--- config.mk ---
export PLATFORM = sky130hd
export DESIGN_NAME = invtran_sched_flat
export DESIGN_NICKNAME = d
export VERILOG_FILES = /design/src/rtl/invtran_sched_if.sv /design/src/rtl/invtran_sched.sv /design/src/flat_wrapper.sv
export SDC_FILE = /design/constraint.sdc
export NUM_CORES = 1
export LEC_CHECK = 0
export ABC_CLOCK_PERIOD_IN_PS = 2000
export BUFFER_PORTS_ARGS = -buffer_cell sky130_fd_sc_hd__buf_2
export CAP_MARGIN = 10
export CORE_ASPECT_RATIO = 0.8
export CORE_MARGIN = 2
export CORE_UTILIZATION = 47
export DETAILED_ROUTE_END_ITERATION = 16
export PLACE_DENSITY = 0.85
export SLEW_MARGIN = 40
export SYNTH_ARGS = -nofsm -noshare
export SYNTH_HDL_FRONTEND = slang
export SYNTH_SLANG_ARGS = --single-unit
--- constraint.sdc ---
create_clock -name clk -period 2 [get_ports clk]
set_input_delay 0.3 -clock clk [delete_from_list [all_inputs] [get_ports clk]]
set_output_delay 0.3 -clock clk [all_outputs]
set_load 0.005 [all_outputs]
--- src/rtl/invtran_sched_if.sv ---
// Handshake bundle between invtran_sched and its neighbours:
// coefficient buffer (coef_*), inverse transform (tran_enable),
// residual buffer (res_*), and macroblock control (start/cbp/abort).
// slave  : sequencer side (drives requests, strobes and writes)
// master : environment side (drives start/cbp/abort/coef_vld/res_ready)
interface invtran_sched_if #(
    parameter int BLOCKS = 16,
    parameter int IDX_W  = 4
);
    logic              start;
    logic [BLOCKS-1:0] cbp;
    logic              abort;
    logic              coef_req;
    logic [IDX_W-1:0]  coef_idx;
    logic              coef_vld;
    logic              tran_enable;
    logic              res_ready;
    logic              res_wr;
    logic [IDX_W-1:0]  res_idx;
    logic              res_zero;
    logic              busy;
    logic              done;

    modport master (
        output start,
        output cbp,
        output abort,
        output coef_vld,
        output res_ready,
        input  coef_req,
        input  coef_idx,
        input  tran_enable,
        input  res_wr,
        input  res_idx,
        input  res_zero,
        input  busy,
        input  done
    );

    modport slave (
        input  start,
        input  cbp,
        input  abort,
        input  coef_vld,
        input  res_ready,
        output coef_req,
        output coef_idx,
        output tran_enable,
        output res_wr,
        output res_idx,
        output res_zero,
        output busy,
        output done
    );
endinterface

--- src/rtl/invtran_sched.sv ---
// Inverse-transform sequencer: walks BLOCKS 4x4 blocks in raster order,
// issues coded blocks to the transform, writes residuals in issue order.
// Ports: clk, reset (async, active-high), bus (invtran_sched_if.slave):
//   start/cbp/abort control, coef_req/coef_idx/coef_vld fetch,
//   tran_enable issue, res_ready/res_wr/res_idx/res_zero write,
//   busy/done status.
module invtran_sched #(
    parameter int BLOCKS = 16,
    parameter int LAT    = 1,
    parameter int IDX_W  = 4
) (
    input logic            clk,
    input logic            reset,
    invtran_sched_if.slave bus
);

    typedef enum logic [1:0] {
        IDLE,
        RUN,
        DRAIN
    } state_e;

    localparam logic [IDX_W-1:0] LAST = IDX_W'(BLOCKS - 1);

    state_e            state_q, state_d;
    logic [IDX_W-1:0]  n_q, n_d;
    logic [BLOCKS-1:0] cbp_q, cbp_d;

    // Result pipeline: {valid, zero, index} per stage; stage LAT-1 is
    // the write port.  Zero blocks ride it too so order is preserved.
    logic [LAT-1:0]            v_q, v_d;
    logic [LAT-1:0]            z_q, z_d;
    logic [LAT-1:0][IDX_W-1:0] idx_q, idx_d;

    logic cur_coded;
    logic push;
    logic push_z;
    logic req;
    logic ten;
    logic done_p;

    always_ff @(posedge clk or posedge reset) begin
        if (reset) begin
            state_q <= IDLE;
            n_q     <= '0;
            cbp_q   <= '0;
            v_q     <= '0;
            z_q     <= '0;
            idx_q   <= '0;
        end else begin
            state_q <= state_d;
            n_q     <= n_d;
            cbp_q   <= cbp_d;
            v_q     <= v_d;
            z_q     <= z_d;
            idx_q   <= idx_d;
        end
    end

    always_comb begin
        state_d   = state_q;
        n_d       = n_q;
        cbp_d     = cbp_q;
        cur_coded = cbp_q[n_q];
        push      = 1'b0;
        push_z    = 1'b0;
        req       = 1'b0;
        ten       = 1'b0;
        done_p    = 1'b0;

        unique case (state_q)
            IDLE: begin
                if (bus.start && !bus.abort) begin
                    cbp_d   = bus.cbp;
                    n_d     = '0;
                    state_d = RUN;
                end
            end
            RUN: begin
                req = cur_coded;
                // Coded blocks need data and sink room; skipped
                // blocks need sink room only.
                if (!bus.abort && bus.res_ready &&
                    (bus.coef_vld || !cur_coded)) begin
                    push   = 1'b1;
                    push_z = !cur_coded;
                    ten    = cur_coded;
                    if (n_q == LAST) begin
                        n_d     = '0;
                        state_d = DRAIN;
                    end else begin
                        n_d = n_q + 1'b1;
                    end
                end
            end
            DRAIN: begin
                if (!(|v_q) && !bus.abort) begin
                    done_p  = 1'b1;
                    state_d = IDLE;
                end
            end
            default: state_d = IDLE;
        endcase

        if (bus.abort) begin
            state_d = IDLE;
            n_d     = '0;
        end
    end

    always_comb begin
        v_d      = '0;
        z_d      = '0;
        idx_d    = '0;
        v_d[0]   = push;
        z_d[0]   = push_z;
        idx_d[0] = push ? n_q : '0;
        for (int i = 1; i < LAT; i++) begin
            v_d[i]   = v_q[i-1];
            z_d[i]   = z_q[i-1];
            idx_d[i] = idx_q[i-1];
        end
        // Abort drops everything still in flight; the write already
        // on the port this cycle stands.
        if (bus.abort) begin
            v_d = '0;
        end
    end

    assign bus.coef_req    = req;
    assign bus.coef_idx    = req ? n_q : '0;
    assign bus.tran_enable = ten;
    assign bus.res_wr      = v_q[LAT-1];
    assign bus.res_zero    = v_q[LAT-1] & z_q[LAT-1];
    assign bus.res_idx     = v_q[LAT-1] ? idx_q[LAT-1] : '0;
    assign bus.busy        = (state_q != IDLE);
    assign bus.done        = done_p;

endmodule

--- src/flat_wrapper.sv ---
// flat-port wrapper written by rule: the top's interface ports become plain ports
module invtran_sched_flat 
#(
    parameter int BLOCKS = 16,
    parameter int LAT    = 1,
    parameter int IDX_W  = 4
)
  (clk, reset, bus_start, bus_cbp, bus_abort, bus_coef_vld, bus_res_ready, bus_coef_req, bus_coef_idx, bus_tran_enable, bus_res_wr, bus_res_idx, bus_res_zero, bus_busy, bus_done);
  invtran_sched_if #(.BLOCKS(BLOCKS), .IDX_W(IDX_W)) bus_i ();
  input logic clk;
  input logic reset;
  input wire logic [$bits(bus_i.start)-1:0] bus_start;
  input wire logic [$bits(bus_i.cbp)-1:0] bus_cbp;
  input wire logic [$bits(bus_i.abort)-1:0] bus_abort;
  input wire logic [$bits(bus_i.coef_vld)-1:0] bus_coef_vld;
  input wire logic [$bits(bus_i.res_ready)-1:0] bus_res_ready;
  output wire logic [$bits(bus_i.coef_req)-1:0] bus_coef_req;
  output wire logic [$bits(bus_i.coef_idx)-1:0] bus_coef_idx;
  output wire logic [$bits(bus_i.tran_enable)-1:0] bus_tran_enable;
  output wire logic [$bits(bus_i.res_wr)-1:0] bus_res_wr;
  output wire logic [$bits(bus_i.res_idx)-1:0] bus_res_idx;
  output wire logic [$bits(bus_i.res_zero)-1:0] bus_res_zero;
  output wire logic [$bits(bus_i.busy)-1:0] bus_busy;
  output wire logic [$bits(bus_i.done)-1:0] bus_done;
  assign bus_i.start = bus_start;
  assign bus_i.cbp = bus_cbp;
  assign bus_i.abort = bus_abort;
  assign bus_i.coef_vld = bus_coef_vld;
  assign bus_i.res_ready = bus_res_ready;
  assign bus_coef_req = bus_i.coef_req;
  assign bus_coef_idx = bus_i.coef_idx;
  assign bus_tran_enable = bus_i.tran_enable;
  assign bus_res_wr = bus_i.res_wr;
  assign bus_res_idx = bus_i.res_idx;
  assign bus_res_zero = bus_i.res_zero;
  assign bus_busy = bus_i.busy;
  assign bus_done = bus_i.done;
  invtran_sched #(.BLOCKS(BLOCKS), .LAT(LAT), .IDX_W(IDX_W)) u_core (.clk(clk), .reset(reset), .bus(bus_i));
endmodule
==> impl_metrics.json <==
{
  "ys_ff_latch": 28,
  "drtIter0Drc": 33,
  "fin_crit_sh_pct": 112,
  "boundaryPins": 36,
  "status": "finished with violations",
  "die_w_um": 66.0,
  "synth_nets": 146,
  "io_buffers": 35,
  "synth_edf_count": 0,
  "start_kind": "flop",
  "synth_ff_type": "dfrtp_1",
  "dieArea_um2": 3540,
  "r2r_cells": 8,
  "pwr_density_cell_nw_per_um2": 779,
  "syn_area_um2": 1450,
  "drc": 0,
  "die_h_um": 53.6,
  "seq_area_um2": 703,
  "path_delay_family": "buffers and inverters",
  "path_class": "flop to output pin",
  "multi_input_area_um2": 722,
  "num_rows": 17,
  "hold_viol": 0,
  "route.detailed.wl_per_inst_um": 13.0,
  "grt_usage_pct": 17.7,
  "via_per_inst": 5.25,
  "grt_first_pass_wirelength_mm": 4.66,
  "cts_hold_buf": 0,
  "end_kind": "output pin",
  "final_nets": 191,
  "vias": 1071,
  "clkLatencyLatePin_ns": 0.27,
  "fin_area_um2": 1790,
  "critical_path.slowest_cell": "dfrtp_2",
  "cts_max_level": 1,
  "cp.depth": 8,
  "drive_gt1_share_pct": 46.4,
  "place_area_um2": 1700,
  "synth.distinct_cells": 35,
  "hp-class": "input port to asynchronous set/reset pin",
  "ys_seq_area_share_pct": 48.5,
  "clock_skew_ns": 0.00378,
  "grt_setup_unrepaired": "yes",
  "diodes": 0,
  "synth_cells": 123,
  "initial_utilization_pct": 50.7,
  "yosysWarnings": 0,
  "grt_start_max_net_pins": 29,
  "final_util_pct": 62.8,
  "hpwl_mm": 2.03,
  "max_cap_violations": 0,
  "arrival_ns": 1.95,
  "place_ws_ns": -0.0693,
  "ir_drop_uv": 443,
  "cp_max_fo": 7,
  "coreArea_um2": 2850,
  "syn_area_per_cell_um2": 11.7,
  "gr-total-overflow": 0,
  "clockBufferDepth": 2,
  "first_global_vias": 1025,
  "worst_slack_ns": -0.249,
  "setup_viol_count_final": 14,
  "leakagePower_nw": 0.867,
  "cp.required_ns": 1.70,
  "firstDrtPassIters": 4,
  "violations": "setup timing",
  "tightest_slew_ns": 0.354,
  "routed_wl_mm": 2.66,
  "final_antenna_net_count": 0,
  "synth_largest_area_cell": "dfrtp_1",
  "regToRegSetupSlack_ns": -0.10,
  "yosys-top-cells-area": "dfrtp_1, mux2_2, mux2i_1, and2_1, nor3b_1",
  "cts_buffers": 3,
  "cts_tree": "done",
  "area_growth_syn_to_layout_pct": 23.9,
  "crit_chain": "buf_4, mux2i_1, nor3b_1, nor3_1, o21ai_2, buf_4, nor3b_1, buf_2",
  "slowest_delay_ns": 0.47,
  "antenna_found_initial": 0,
  "place.gp.congestion": 0.859,
  "maxSlewViolCount": 0,
  "synthArstFlopShare_pct": 100,
  "r2r_end": "u_core.n_q[0]$_DFFE_PP0P_",
  "slew_headroom_pct": 76.4,
  "cts.sink_count": 28,
  "finalCriticalPeriod_ns": 2.25,
  "yosys.area.top_type_share_pct": 48.5,
  "n_fill_cell": 240,
  "cts_root_buf": "clkbuf_8",
  "reg2reg_from": "u_core.n_q[0]$_DFFE_PP0P_",
  "critPathBufInv": 3,
  "max_freq_mhz": 445,
  "cts.reportedPaths.clkPinSlew_ns": 0.08
}
[metrics by stage]
step	hold WS [ns]	setup TNS, ns	power (mW)	std cells
after floorplan	0.365	0	0.968	123
after global placement	0.365	0	1.05	199
after detailed placement	0.386	-0.227	1.08	199
after CTS	0.0964	-2.00	1.41	204
after global routing	0.113	-3.42	1.49	204
final	0.0832	-1.41	1.39	204
[per-layer routing]
| layer | share of wire (%) | vias up | track usage, % |
|---|---|---|---|
| met3 | 7.4 | 4 | 2.51 |
| met1 | 46 | 506 | 23.9 |
| met4 | 1.2 | 0 | 6.12 |
| met5 | 0 | - | 0 |
| met2 | 46 | 39 | 30.0 |
| li1 | - | 522 | - |
[cell usage after synthesis (2+ instances only)]
master / count
inv_1: 2
clkbuf_1: 3
nor2b_1: 2
dfrtp_1: 28
mux2i_1: 8
mux2_2: 16
and2_1: 12
nor3_1: 4
nand2_1: 4
a21o_1: 2
nor2_1: 6
nor3b_1: 4
a22o_1: 3
a21oi_1: 4
nand2b_1: 3
or2_2: 2
buf_2: 2
[final cells by class]
type | instances | area share [%]
clock buffer | 3 | 2.31
inverter | 2 | 0.419
multi-input combinational | 87 | 40.3
sequential | 28 | 39.3
tap | 38 | 2.66
timing repair buffer | 46 | 15.0
[where the power goes]
part           total, mW  switching, mW  internal (mW)  leakage, nW
Combinational      0.375          0.156          0.219        0.495
Clock              0.287          0.152          0.135       0.0216
Sequential         0.732         0.0635          0.668        0.350
Total               1.39          0.372           1.02        0.867
[placed cells by master (no fill, tap or decap), types with 2 or more instances in the layout]
| master | count |
|---|---|
| a21o_1 | 2 |
| buf_6 | 3 |
| buf_2 | 35 |
| clkbuf_8 | 3 |
| buf_4 | 8 |
| dfrtp_2 | 2 |
| mux2_2 | 16 |
| dfrtp_1 | 26 |
| a22o_1 | 3 |
| nor2_1 | 6 |
| or2_2 | 2 |
| and2_1 | 11 |
| a21oi_1 | 4 |
| inv_1 | 2 |
| nand2_1 | 4 |
| mux2i_1 | 8 |
| nor3b_1 | 4 |
| nor3_1 | 4 |
| nand2b_1 | 3 |
[flip-flops by register name, summed over array words and instances, names as in the netlist]
register           count
u_core.state_q         2
u_core.z_q             1
u_core.bus.res_wr      1
u_core.idx_q           4
u_core.n_q             4
u_core.cbp_q          16
[how the worst max path moves through the flow]
stage | startpoint | to | slack (ns)
2_1_floorplan | u_core.n_q[2]$_DFFE_PP0P_ | bus_coef_idx[0] | 0.13
4_1_cts | u_core.n_q[1]$_DFFE_PP0P_ | bus_tran_enable | -0.26
3_3_place_gp | u_core.n_q[1]$_DFFE_PP0P_ | u_core.n_q[2]$_DFFE_PP0P_ | 0.01
5_1_grt | u_core.n_q[0]$_DFFE_PP0P_ | bus_tran_enable | -0.36
3_5_place_dp | u_core.n_q[0]$_DFFE_PP0P_ | bus_coef_idx[1] | -0.07
6_report | u_core.n_q[0]$_DFFE_PP0P_ | bus_tran_enable | -0.25
[cells by family after synthesis]
kind of cell,count (synthesis),synth area share [%]
AOI/OAI and AO/OA,16,9.53
adders and majority gates,1,0.866
buffers and inverters,8,2.77
DFF,28,48.5
muxes,25,19.0
and+or+nand+nor,45,19.3
[worst min-delay path, cell delays in order]
cell and delay [ns]:
buf_2 0.10, inv_1 0.04, buf_4 0.32
[timing repair]
item / 4_1_cts / 5_1_grt
setup buffers: 3 / 0
setup endpoints to repair: 13 / 15
gates cloned: 0 / 0
gates resized for setup: 8 / 1
pin swaps: 11 / 2
Note: power is estimated with default switching activity, not from simulation.
